[config.mk]
export PLATFORM = sky130hd
export DESIGN_NAME = multi_tick_gen
export DESIGN_NICKNAME = d
export VERILOG_FILES = /design/src/rtl/multi_tick_gen.sv
export SDC_FILE = /design/constraint.sdc
export NUM_CORES = 1
export LEC_CHECK = 0
export CAP_MARGIN = 10
export CORE_MARGIN = 3
export CORE_UTILIZATION = 55
export DETAILED_ROUTE_END_ITERATION = 8
export PLACE_DENSITY = 0.76
export SLEW_MARGIN = 20
export SYNTH_ARGS = -nofsm -noshare
export SYNTH_HDL_FRONTEND = slang
export SYNTH_SLANG_ARGS = --single-unit
[constraint.sdc]
create_clock -name clk -period 7.4 [get_ports clk]
set_clock_uncertainty 0.2 [all_clocks]
set_input_delay 1.48 -clock clk [delete_from_list [all_inputs] [get_ports clk]]
set_output_delay 1.48 -clock clk [all_outputs]
set_load 0.005 [all_outputs]
[src/rtl/multi_tick_gen.sv]
// multi_tick_gen: N-channel divider tick source with run/pause, clear, one-shot and runtime divisor reload.
module multi_tick_gen #(
  parameter int N_CH = 4,
  parameter int CNT_W = 27,
  parameter int DEF_DIV = 1_000_000,
  localparam int LW = N_CH > 1 ? $clog2(N_CH) : 1
) (
  input  logic             clk,
  input  logic             rst,
  input  logic [N_CH-1:0]  i_run,
  input  logic [N_CH-1:0]  i_clear,
  input  logic [N_CH-1:0]  i_oneshot,
  input  logic             i_load,
  input  logic [LW-1:0]    i_load_ch,
  input  logic [CNT_W-1:0] i_load_div,
  output logic [N_CH-1:0]  o_tick,
  output logic [N_CH-1:0]  o_busy,
  output logic             o_div_err
);
  logic [CNT_W-1:0] cnt_q [N_CH];
  logic [CNT_W-1:0] cnt_d [N_CH];
  logic [CNT_W-1:0] div_q [N_CH];
  logic [CNT_W-1:0] div_d [N_CH];
  logic [N_CH-1:0]  done_q, done_d, tick_q, tick_d, busy_q, busy_d;
  logic             div_err_q, div_err_d, ld_ok;
  always_comb begin
    ld_ok = i_load && (32'(i_load_ch) < N_CH) && (i_load_div >= CNT_W'(2));
    div_err_d = i_load && !ld_ok;
    for (int c = 0; c < N_CH; c++) begin
      cnt_d[c] = cnt_q[c];
      div_d[c] = div_q[c];
      done_d[c] = done_q[c];
      tick_d[c] = 1'b0;
      busy_d[c] = i_run[c] && !done_q[c];
      if (ld_ok && 32'(i_load_ch) == c) begin
        div_d[c] = i_load_div;
        cnt_d[c] = '0;
        done_d[c] = 1'b0;
      end else if (i_clear[c]) begin
        cnt_d[c] = '0;
        done_d[c] = 1'b0;
      end else if (i_run[c] && !done_q[c]) begin
        tick_d[c] = cnt_q[c] == div_q[c] - CNT_W'(1);
        cnt_d[c] = tick_d[c] ? '0 : cnt_q[c] + CNT_W'(1);
        done_d[c] = tick_d[c] && i_oneshot[c];
      end
    end
  end
  always_ff @(posedge clk or posedge rst) begin
    if (rst) begin
      for (int c = 0; c < N_CH; c++) begin
        cnt_q[c] <= '0;
        div_q[c] <= CNT_W'(DEF_DIV);
      end
      done_q <= '0;
      tick_q <= '0;
      busy_q <= '0;
      div_err_q <= 1'b0;
    end else begin
      cnt_q <= cnt_d;
      div_q <= div_d;
      done_q <= done_d;
      tick_q <= tick_d;
      busy_q <= busy_d;
      div_err_q <= div_err_d;
    end
  end
  assign o_tick = tick_q;
  assign o_busy = busy_q;
  assign o_div_err = div_err_q;
endmodule

==> results.toml <==
[run_status]
outcome = "complete, no violations"

[floorplanning]
boundaryPins = 53
initial_core_util_pct = 56.0
die_w_um = 169
core-area_um2 = 26100
die_h_um = 169
dieArea_um2 = 28600
core.rowCount = 59

[critical_path]
crit_cells = 10
required_ns = 7.68
worst-path-buf-inv = 1
cp_slowest_stage_delay_ns = 0.72
start_kind = "input port"
endpoint_kind = "register"
crit_chain = "clkdlybuf4s50_1, nor4_1, nand3_1, o21ai_0, or3b_2, nor2b_1, nand2_1, nor2_1, and3_1, a211o_1"
cp_max_fo = 29
cp_slowest_cell = "or3b_2"
path_delay_family = "simple AND/OR/NAND/NOR gates"
cp.arrival_ns = 5.14
reg2regPathDepth = 11
path_class = "input port to register"

[yosys]
synth_edf_count = 0
ys_seq_area_share_pct = 39.4
yosysWarningCount = 0
yosys-top-cells-area = "dfrtp_1 (34%), mux2_2 (8.4%), xnor2_1 (5.5%), dfstp_2 (5.0%), xor2_1 (4.2%)"
yosys.area.top_type = "dfrtp_1"
synth_top_cell_area_share_pct = 34.3
syn-num-nets = 1627
synthCells = 1575
syn_area_um2 = 14600
ys.flop_type = "dfrtp_1"
synth_async_sr_flop_share_pct = 100
synth-seq-cells = 229
synth_area_per_cell_um2 = 9.30
synth_cell_types = 83

[sta]
tightest_slew_ns = 1.00
max_slew_margin_pct = 32.9
final_hold_viol_count = 0
finalSetupViolations = 0
fmax_mhz = 206
slew_violations = 0
rsz0062_at_grt = "no"
fin_tns_setup_ns = 0
min_period_over_period_pct = 65.7
period_needed_ns = 4.86

[routing]
final_antenna_net_count = 0
drc = 0
drt_iter0_drc = 1134
totalWireLength_um = 37700
wl_per_cell_um = 19.4
drt-pass1-iter-count = 5
vias = 12400
via_per_inst = 6.41

[pwr]
worst_ir_drop_vdd_mv = 0.171
leakage_nw = 6.60
cellPowerDensity_nw_per_um2 = 226

[placement]
dp_hpwl_um = 27200
io_buffer_count = 52
gp_congestion = 0.923

[global_route]
grt_pass1_vias = 11800
grt-ovfl-total = 0
grt_pass1_wl_um = 61300
grt_use_total_pct = 25.9
antenna_found_initial = 0
grt_max_degree = 137

[clock_network]
clk_pin_slew_ns = 0.06
cts_buffer_depth = 3
htreeDepth = 1
post_cts_buffers = 0
ctsHoldBuffers = 0
cts_resized = 0
numCtsBuffers = 26
cts_sinks = 229
insertion_delay_ns = 0.54
cts_root_buffer = "clkbuf_16"
cts_tree = "done"

[layout]
final_util_pct = 62.4
diodes = 0
final_cell_mix = "dfrtp_1 (201), nor2_1 (120), nand2_1 (113)"
area_delta_synth_final_pct = 11.3
layout_commonest_cell = "dfrtp_1"
drive_gt1_share_pct = 13.7
final_net_count = 1639

[worst_hold_path]
hold_depth = 2
hold_path.class = "register to register"

[run]
drv_cap = 0
## routing by layer
metal	wire (um)	up-vias	track usage (%)
li1	-	5836	-
met1	16500	6078	35.9
met2	17300	418	41.5
met3	2250	113	3.49
met4	1670	0	10.3
met5	0	-	0
## state kept, by name (all words and copies together), names as in the netlist
name / flops
done_q: 4
o_busy: 4
o_tick: 4
div_q: 108
o_div_err: 1
cnt_q: 108
## power by group
part           total [mW]  switching, mW  internal (mW)
Combinational       0.656          0.344          0.312
Clock                1.42          0.538          0.880
Sequential           1.60          0.211           1.39
## Yosys cell counts (13+ instances only)
cell type,number
a211oi_1,25
a21o_1,35
a21oi_1,43
and2_1,14
and3_1,45
clkbuf_1,57
dfrtp_1,201
dfstp_2,28
inv_1,30
mux2_2,109
nand2_1,113
nand2b_1,24
nand3_1,74
nand4_1,40
nor2_1,121
nor2b_1,13
nor3_1,57
nor4_1,39
o21ai_0,51
or3_1,39
or4_1,30
xnor2_1,92
xor2_1,70
## worst paths after layout
path	start	end	slack, ns
hold reg to reg	done_q[3]$_DFFE_PP0P_	done_q[3]$_DFFE_PP0P_	0.28
setup reg to reg	div_q[54]$_DFFE_PP0P_	cnt_q[60]$_DFFE_PP0P_	3.00
hold / removal	done_q[3]$_DFFE_PP0P_	done_q[3]$_DFFE_PP0P_	0.28
min in group asynchronous	rst	div_q[79]$_DFFE_PP0P_	1.15
max in group asynchronous	rst	div_q[27]$_DFFE_PP0P_	4.80
setup / recovery	i_load_div[23]	cnt_q[63]$_DFFE_PP0P_	2.54
## cells by family (layout without fill, tap and decap cells)
family | Yosys count | in the layout | share of synthesized area (%)
AND/OR/NAND/NOR | 678 | 678 | 25.4
buffers and inverters | 108 | 140 | 3.03
multiplexers | 118 | 118 | 9.00
flip-flops | 229 | 229 | 39.4
AO/OA/AOI/OAI | 271 | 271 | 12.7
adder cells (fa/ha/maj) | 8 | 8 | 0.683
XOR/XNOR | 163 | 163 | 9.84
## cell type report
class | count | area (um^2)
clock buffer | 36 | 749
clock inverter | 12 | 191
sequential | 229 | 5770
inverter | 31 | 120
fill | 2175 | 9840
tap | 335 | 419
multi-input combinational | 1238 | 8450
timing repair buffer | 61 | 601
## worst register-to-register path, stage by stage (launching register included)
cell,delay (ns)
dfrtp_1,0.45
inv_1,0.09
ha_1,0.17
nor3b_1,0.58
nand4_1,0.43
or4_1,0.56
nand4_1,0.15
o2111ai_1,0.13
nor4_1,0.59
or2_2,0.54
nor3_1,0.11
a211o_1,0.28
## per-stage QoR
step	hold WS (ns)	total power [mW]	setup WS, ns	cell area [um^2]	instances
3_5_place_dp	0.274	2.26	2.01	15300	1894
4_1_cts	0.288	3.69	2.54	16300	1942
5_1_grt	0.319	3.83	2.29	16300	1942
6_report	0.285	3.68	2.54	16300	1942
3_3_place_gp	0.268	2.23	2.12	15300	1894
2_1_floorplan	0.254	2.05	2.75	14600	1575
(Power assumes the default switching activity.)
